<file path="config.mk">
export PLATFORM = sky130hd
export DESIGN_NAME = apb_fsm_controller
export DESIGN_NICKNAME = d
export VERILOG_FILES = /design/src/rtl/apb_fsm_controller.sv
export SDC_FILE = /design/constraint.sdc
export NUM_CORES = 1
export LEC_CHECK = 0
export ABC_AREA = 1
export CAP_MARGIN = 20
export CORE_ASPECT_RATIO = 1.25
export CORE_MARGIN = 2
export CORE_UTILIZATION = 33
export DETAILED_ROUTE_END_ITERATION = 7
export PLACE_DENSITY = 0.77
export SLEW_MARGIN = 20
export SYNTH_ARGS = -nofsm -noshare
export SYNTH_HDL_FRONTEND = slang
export SYNTH_SLANG_ARGS = --single-unit
</file>
<file path="constraint.sdc">
create_clock -name Hclk -period 1.15 [get_ports Hclk]
set_input_delay 0.23 -clock Hclk [delete_from_list [all_inputs] [get_ports Hclk]]
set_output_delay 0.23 -clock Hclk [all_outputs]
set_load 0.005 [all_outputs]
</file>
<file path="src/rtl/apb_fsm_controller.sv">
// ============================================================================
// apb_fsm_controller : sequences one APB SETUP/ACCESS transfer per AHB transfer
// Revision: 1.0
// ============================================================================
`default_nettype none

module apb_fsm_controller #(
  parameter int ADDR_W = 32,
  parameter int DATA_W = 32,
  parameter int NSLV   = 3
) (
  input  logic              Hclk,
  input  logic              Hresetn,
  input  logic              valid,
  input  logic [NSLV-1:0]   tempselx,
  input  logic [ADDR_W-1:0] Haddr,
  input  logic              Hwrite,
  input  logic [DATA_W-1:0] Hwdata,
  input  logic              Pready,
  input  logic              Pslverr,
  input  logic [DATA_W-1:0] Prdata,
  output logic [NSLV-1:0]   Pselx,
  output logic              Penable,
  output logic              Pwrite,
  output logic [ADDR_W-1:0] Paddr,
  output logic [DATA_W-1:0] Pwdata,
  output logic              Hreadyout,
  output logic [1:0]        Hresp,
  output logic [DATA_W-1:0] Hrdata
);

  typedef enum logic [2:0] {
    S_IDLE   = 3'd0,
    S_WLATCH = 3'd1,
    S_SETUP  = 3'd2,
    S_ACCESS = 3'd3,
    S_ERR1   = 3'd4,
    S_ERR2   = 3'd5
  } state_t;

  localparam logic [1:0] c_RESP_OKAY  = 2'b00;
  localparam logic [1:0] c_RESP_ERROR = 2'b01;

  state_t          r_state;
  logic [NSLV-1:0] r_sel;
  logic            w_access_done;
  logic            w_accept;

  assign w_access_done = (r_state == S_ACCESS) && Pready && !Pslverr;
  // A completing ACCESS may hand straight over to the next transfer.
  assign w_accept      = valid && ((r_state == S_IDLE) || w_access_done);

  always_ff @(posedge Hclk or negedge Hresetn) begin
    if (!Hresetn) begin
      r_state <= S_IDLE;
      r_sel   <= '0;
      Pselx   <= '0;
      Penable <= 1'b0;
      Pwrite  <= 1'b0;
      Paddr   <= '0;
      Pwdata  <= '0;
    end else if (w_accept) begin
      Paddr   <= Haddr;
      Pwrite  <= Hwrite;
      r_sel   <= tempselx;
      Penable <= 1'b0;
      if (tempselx == '0) begin
        r_state <= S_ERR1;
        Pselx   <= '0;
      end else if (Hwrite) begin
        r_state <= S_WLATCH;
        Pselx   <= '0;
      end else begin
        r_state <= S_SETUP;
        Pselx   <= tempselx;
      end
    end else begin
      case (r_state)
        S_IDLE: begin
          Pselx   <= '0;
          Penable <= 1'b0;
        end
        S_WLATCH: begin
          Pwdata  <= Hwdata;
          Pselx   <= r_sel;
          Penable <= 1'b0;
          r_state <= S_SETUP;
        end
        S_SETUP: begin
          Penable <= 1'b1;
          r_state <= S_ACCESS;
        end
        S_ACCESS: begin
          if (Pready) begin
            Pselx   <= '0;
            Penable <= 1'b0;
            r_state <= Pslverr ? S_ERR1 : S_IDLE;
          end
        end
        S_ERR1: begin
          r_state <= S_ERR2;
        end
        S_ERR2: begin
          r_state <= S_IDLE;
        end
        default: begin
          Pselx   <= '0;
          Penable <= 1'b0;
          r_state <= S_IDLE;
        end
      endcase
    end
  end

  always_comb begin
    Hreadyout = 1'b0;
    case (r_state)
      S_IDLE, S_ERR2: Hreadyout = 1'b1;
      S_ACCESS:       Hreadyout = Pready && !Pslverr;
      default:        Hreadyout = 1'b0;
    endcase
  end

  assign Hresp  = ((r_state == S_ERR1) || (r_state == S_ERR2)) ? c_RESP_ERROR : c_RESP_OKAY;
  assign Hrdata = Prdata;

endmodule

`default_nettype wire
</file>
==> qor.txt, run 1 <==
status: complete, but fails checks
failing checks: setup timing
worst-case reg-to-reg path depth: 9
antenna viol nets, final: 0
M1 WL: 3750 um
Distinct cells, synth: 18
Setup crit end kind: output pin
port bufs: 143
Syn. warnings: 0
die area: 10,800 um2
Gate power share: 48.1%
Clk pwr share: 20.9%
DRT Wirelength: 10,200 um
Initial DRC Count: 114
clock period minus worst slack: 1.46 ns
vias in the first global route: 3,060
Post-synth top cells: nand2_1, dfrtp_1, nand3_1, buf_4, buf_2
Site Rows: 40
r2r setup slk: -0.30 ns
Final HPWL DP: 6190 um
unrepaired setup endpoints after global routing: true
Async SR Flop Fraction: 100%
Final #Nets: 655
layout cells sized above 1: 37.1%
xor/xnor share of the synthesized area: 0%
WL met3: 797 um
initial antenna violation count: 0
Synth Register Bits: 75
final setup fails: 77
Syn Nets: 493
setup TNS: -17.91 ns
H-tree levels: 3
peak supply drop: 1.16 mV
Area Overhead vs Synth: 68.3%
LEAKAGE: 2.90 nW
clock-pin slew on the worst setup and hold paths: 0.06 ns
Post-synth EDFFs: 0
DRC: 0
clk root buf: clkbuf_16
TritonRoute pass-1 iters: 4
die span in y: 116 um
hold crit path type: primary input to asynchronous set/reset pin
Fmax: 0.686 GHz
total CTS buffers: 9
io pins: 209
startpoint types: flip-flop
setup slack after layout: -0.308 ns
crit path from: r_state[0]$_DFFE_PN0P_
met2 routed wirelength: 5390 um
Syn Std Cell Area: 3300 um2
Yosys top cell area share: 56.9%
GRT overflow: 0
largest family of logic cells by synthesized area: simple AND/OR/NAND/NOR gates
cell taking the most area after synthesis: dfrtp_1
core footprint: 9660 um2
clock sinks: 75
worst r2r src: r_state[1]$_DFFE_PN0P_
Final Hold Viols: 0
Final GP Congestion: 0.738
Synth Area in Compound Gates: 0.607%
final period utilization: 127%
register area share after synthesis: 56.9%
Final Util: 57.5%
top layer in use: met4
Critical Path AT: 1.23 ns
Net Sw Power: 0.00538 W
worst flop-to-flop path endpoint: Paddr[14]$_DFFE_PN0P_
GRT Util Overall: 18.1%
ys flop type: dfrtp_1
PD cells: 2760 nW/um2
Slew Viols, Final: 0
Chip Width: 93.4 um
top cells by area, synth: dfrtp_1, nand2_1, buf_4
Int Power: 0.00993 W
critical path type: flip-flop to output pin
vias per cell: 4.51
Simple-Gate Fraction of Synth Area: 30.4%
max-cap viol count: 0
Starting Density: 34.2%
Synth Instances: 388
Clock Tree Buf Depth: 2
Mean Syn Cell Area: 8.50 um2
adder-cell share of the synthesized area: 0%
sequential share of power: 31.0%
Avg WL per Cell: 15.0 um
Critical Path Fanout Max: 4
worst setup path end: Hresp[0]
Crit path required time: 0.92 ns
Skew-Pair Late Insertion Delay: 0.33 ns
number of diodes: 0
pin count of the biggest net entering global routing: 33
switching portion of total power: 35.1%
DR vias: 3,072
most frequent cell after synthesis: nand2_1
clock skew: 0.00561 ns
mux cell area share after synthesis: 0%
CTS tree: built
first-pass GRT wire length: 15,000 um
==> registers in the layout, summed over array words and instances, names as in the netlist <==
register and flops:
Paddr 32, r_state 3, Pselx 3, Pwrite 1, Penable 1, Pwdata 32, r_sel 3
==> routing by layer <==
metal,track usage [%],up-vias
met5,0,-
met4,9.80,0
met2,32.9,121
li1,-,1499
met1,19.3,1425
met3,4.03,27
==> cells in the final DEF (no fill, tap or decap), drive strengths merged <==
cell type / instances
inv: 11
nor2: 9
clkdlybuf4s50: 71
nand2: 186
o21ai: 4
nor3: 2
bufinv: 3
nand3: 45
conb: 1
buf: 110
nand4: 1
clkbuf: 32
nand3b: 3
clkinvlp: 1
dfrtp: 75
dlygate4sd3: 1
==> power groups by stage <==
stage / Combinational, W / Clock, W / Sequential, W
2_1_floorplan: 0.00244 / 0 / 0.00470
3_3_place_gp: 0.00593 / 0 / 0.00462
3_5_place_dp: 0.00611 / 0 / 0.00466
4_1_cts: 0.00623 / 0.00330 / 0.00461
5_1_grt: 0.00808 / 0.00340 / 0.00488
6_report: 0.00736 / 0.00321 / 0.00474
==> cell type report <==
class	instances	area (um2)
Inverter	11	48.8
Sequential cell	75	1880
Clock inverter	4	97.6
Clock buffer	12	246
Fill cell	810	4110
Multi-Input combinational cell	251	1310
Timing Repair Buffer	202	1810
Tap cell	126	158
==> per-stage QoR <==
| stage | total power, W | setup slack (ns) | hold WS [ns] | std cells | instance area [um2] |
|---|---|---|---|---|---|
| after detailed placement | 0.0108 | -0.526 | 0.105 | 628 | 4790 |
| final | 0.0153 | -0.308 | 0.317 | 681 | 5550 |
| after CTS | 0.0141 | -0.289 | 0.309 | 668 | 5200 |
| after floorplan | 0.00714 | -0.0138 | -0.0656 | 388 | 3300 |
| after global routing | 0.0164 | -0.370 | 0.328 | 681 | 5550 |
| after global placement | 0.0105 | -0.531 | 0.106 | 628 | 4790 |
==> worst min path at each step <==
stage / cells after the start / slack, ns / startpoint / end
2_1_floorplan: 0 / -0.07 / Hresetn / Paddr[0]$_DFFE_PN0P_
3_3_place_gp: 1 / 0.11 / Hresetn / Pwdata[1]$_DFFE_PN0P_
3_5_place_dp: 1 / 0.11 / Hresetn / Pwdata[2]$_DFFE_PN0P_
4_1_cts: 2 / 0.31 / Hresetn / Pwdata[1]$_DFFE_PN0P_
5_1_grt: 2 / 0.33 / Hresetn / Pwdata[2]$_DFFE_PN0P_
6_report: 2 / 0.32 / Hresetn / Pwdata[2]$_DFFE_PN0P_
==> repair_timing <==
item,CTS,global route
cloned,4,4
hold buffers,1,0
resized for setup,271,101
pin swaps,7,21
endpoints found under the setup margin,145,92
endpoints found under the hold margin,14,0
setup buffers,19,9
==> worst max-delay path, stage by stage (launching register included) <==
cell     delay, ns
dfrtp_2       0.45
nor2_4        0.16
nand2_2       0.09
nand2_4       0.09
buf_2         0.11
==> kinds of logic after synthesis <==
kind of cell / count (synthesis)
AOI/OAI and AO/OA: 4
buffers and inverters: 62
DFF: 75
other: 1
and+or+nand+nor: 246
(Power assumes the default switching activity.)
==> run 2: changes to the inputs <==
- CELL_PAD_IN_SITES_DETAIL_PLACEMENT: default -> 1
- CELL_PAD_IN_SITES_GLOBAL_PLACEMENT: default -> 1
- CORE_UTILIZATION: 33 -> 23
- PLACE_DENSITY: 0.77 -> default
- PLACE_DENSITY_LB_ADDON: default -> 0.1
==> qor.txt, run 2 (same netlist as run 1, synthesis figures left out) <==
status: complete, but fails checks (unchanged)
failing checks: setup timing (unchanged)
Initial DRC Count: 68 (was 114)
Crit path required time: 1.37 ns (was 0.92 ns)
clock period minus worst slack: 1.45 ns (was 1.46 ns)
GRT Util Overall: 14.6% (was 18.1%)
PD cells: 2680 nW/um2 (was 2760 nW/um2)
core footprint: 13,900 um2 (was 9660 um2)
Final HPWL DP: 7010 um (was 6190 um)
clk root buf: clkbuf_16 (unchanged)
H-tree levels: 3 (unchanged)
TritonRoute pass-1 iters: 4 (unchanged)
GRT overflow: 0 (unchanged)
Starting Density: 23.7% (was 34.2%)
Final Hold Viols: 0 (unchanged)
LEAKAGE: 2.89 nW (was 2.90 nW)
cell count after placement: 681 (was 628)
CTS tree: built (unchanged)
Final #Nets: 657 (was 655)
vias in the first global route: 3,446 (was 3,060)
WL met3: 830 um (was 797 um)
DR vias: 3,128 (was 3,072)
WHS: 0.243 ns (was 0.317 ns)
max-cap viol count: 0 (unchanged)
biggest regs: Paddr: 32 flops, Pwdata: 32 flops (unchanged)
vias per cell: 4.27 (was 4.51)
Skew-Pair Late Insertion Delay: 0.33 ns (about the same)
setup slack after layout: -0.297 ns (was -0.308 ns)
Avg WL per Cell: 15.3 um (was 15.0 um)
clock sinks: 75 (unchanged)
setup TNS: -18.03 ns (was -17.91 ns)
met2 routed wirelength: 5780 um (was 5390 um)
M1 WL: 4430 um (was 3750 um)
antenna viol nets, final: 0 (unchanged)
startpoint types: flip-flop (unchanged)
Critical Path Fanout Max: 7 (was 4)
Fmax: 0.691 GHz (was 0.686 GHz)
Final Util: 40.8% (was 57.5%)
critical path type: flip-flop to flip-flop (was flip-flop to output pin)
Post-Layout Cell Count: 732 (was 681)
top layer in use: met4 (unchanged)
most frequent cells in the layout: nand2_1, dfrtp_1, clkdlybuf4s50_1 (unchanged)
die area: 15,300 um2 (was 10,800 um2)
final setup fails: 77 (unchanged)
DRC: 0 (unchanged)
initial antenna violation count: 0 (unchanged)
Setup crit end kind: flip-flop (was output pin)
Area Overhead vs Synth: 72.4% (was 68.3%)
Power, Total: 0.0152 W (was 0.0153 W)
first-pass GRT wire length: 17,700 um (was 15,000 um)
io pins: 209 (unchanged)
port bufs: 143 (unchanged)
Slew Viols, Final: 0 (unchanged)
Layout fillers: 1,616 (was 810)
final period utilization: 126% (was 127%)
clock-pin slew on the worst setup and hold paths: 0.06 ns (about the same)
crit-path max cell delay: 0.44 ns (was 0.45 ns)
crit path cell chain: nand2_2 > nor2_4 > nand2_2 > buf_6 > nand2_8 > nand2_8 > clkbuf_16 > nand2_1 > o21ai_1 (was nor2_4 > nand2_2 > nand2_4 > buf_2)
die span in y: 138 um (was 116 um)
most common cell after layout, fill and taps aside: nand2_1 (unchanged)
Final GP Congestion: 0.729 (was 0.738)
Critical Path AT: 1.66 ns (was 1.23 ns)
DRT Wirelength: 11,200 um (was 10,200 um)
layout cells sized above 1: 42.9% (was 37.1%)
Chip Width: 111 um (was 93.4 um)
clock skew: 0.00579 ns (was 0.00561 ns)
peak supply drop: 0.889 mV (was 1.16 mV)
Clock Tree Buf Depth: 2 (unchanged)
slowest CP cell: dfrtp_2 (unchanged)
worst-case reg-to-reg path depth: 9 (unchanged)
total CTS buffers: 9 (unchanged)
unrepaired setup endpoints after global routing: true (unchanged)
Site Rows: 48 (was 40)
hold crit path type: primary input to asynchronous set/reset pin (unchanged)
number of diodes: 0 (unchanged)
pin count of the biggest net entering global routing: 46 (was 33)
==> run 2: cell types whose count changed in the layout (fill, tap and decap cells not counted), moves of 4 or more <==
cell / delta
buf_12: +6
buf_2: +13
buf_6: -4
clkbuf_2: -15
nand2_1: -31
nand2_2: +30
==> run 2: cell type report <==
class	count	area [um2]	area share [%]
multi-input combinational	251	1380	24.2
tap	175	219	3.85
clock buffer	9	225	3.96
sequential	75	1880	33.1
timing repair buffer	204	1890	33.3
clock inverter	7	45.0	0.792
inverter	11	48.8	0.858
==> run 2: stage by stage <==
step / instance area (um2) / worst slack, ns
6_report: 5690 / -0.297
4_1_cts: 5370 / -0.311
5_1_grt: 5690 / -0.374
3_3_place_gp: 4880 / -0.529
2_1_floorplan: 3300 / -0.0138
3_5_place_dp: 4880 / -0.566
==> run 2: critical path, delay by kind of cell, from the launching register on <==
| family | cells | cell delay, ns |
|---|---|---|
| AOI/OAI and AO/OA | 1 | 0.05 |
| DFF | 1 | 0.44 |
| and+or+nand+nor | 6 | 0.52 |
| buffers and inverters | 2 | 0.32 |
==> run 2: report_power, final <==
part / leakage, nW / switching (W) / internal, W
combinational: 1.83 / 0.00359 / 0.00420
sequential: 0.930 / 0.000917 / 0.00393
clock: 0.123 / 0.00115 / 0.00145
==> run 2: routing by layer <==
layer | GRT usage (%) | up-vias
met4 | 5.14 | 0
li1 | - | 1504
met5 | 0 | -
met2 | 26.3 | 106
met3 | 5.51 | 8
met1 | 16.0 | 1510
==> run 2: final timing paths <==
path	startpoint	endpoint	slack, ns
setup reg to reg	r_state[0]$_DFFE_PN0P_	r_sel[0]$_DFFE_PN0P_	-0.30
min in group Hclk	Hwdata[13]	Pwdata[13]$_DFFE_PN0P_	0.43
setup / recovery	r_state[0]$_DFFE_PN0P_	r_sel[0]$_DFFE_PN0P_	-0.30
hold reg to reg	Paddr[1]$_DFFE_PN0P_	Paddr[1]$_DFFE_PN0P_	0.47
max in group asynchronous	Hresetn	Pwdata[30]$_DFFE_PN0P_	0.47
hold / removal	Hresetn	Pwdata[28]$_DFFE_PN0P_	0.24
==> run 2: what timing repair did <==
item,4_1_cts,5_1_grt
hold endpoints to repair,75,0
pin swaps,5,23
hold buffers,1,0
buffers inserted,24,4
cloned,7,4
endpoints found under the setup margin,145,79
resized for setup,326,92
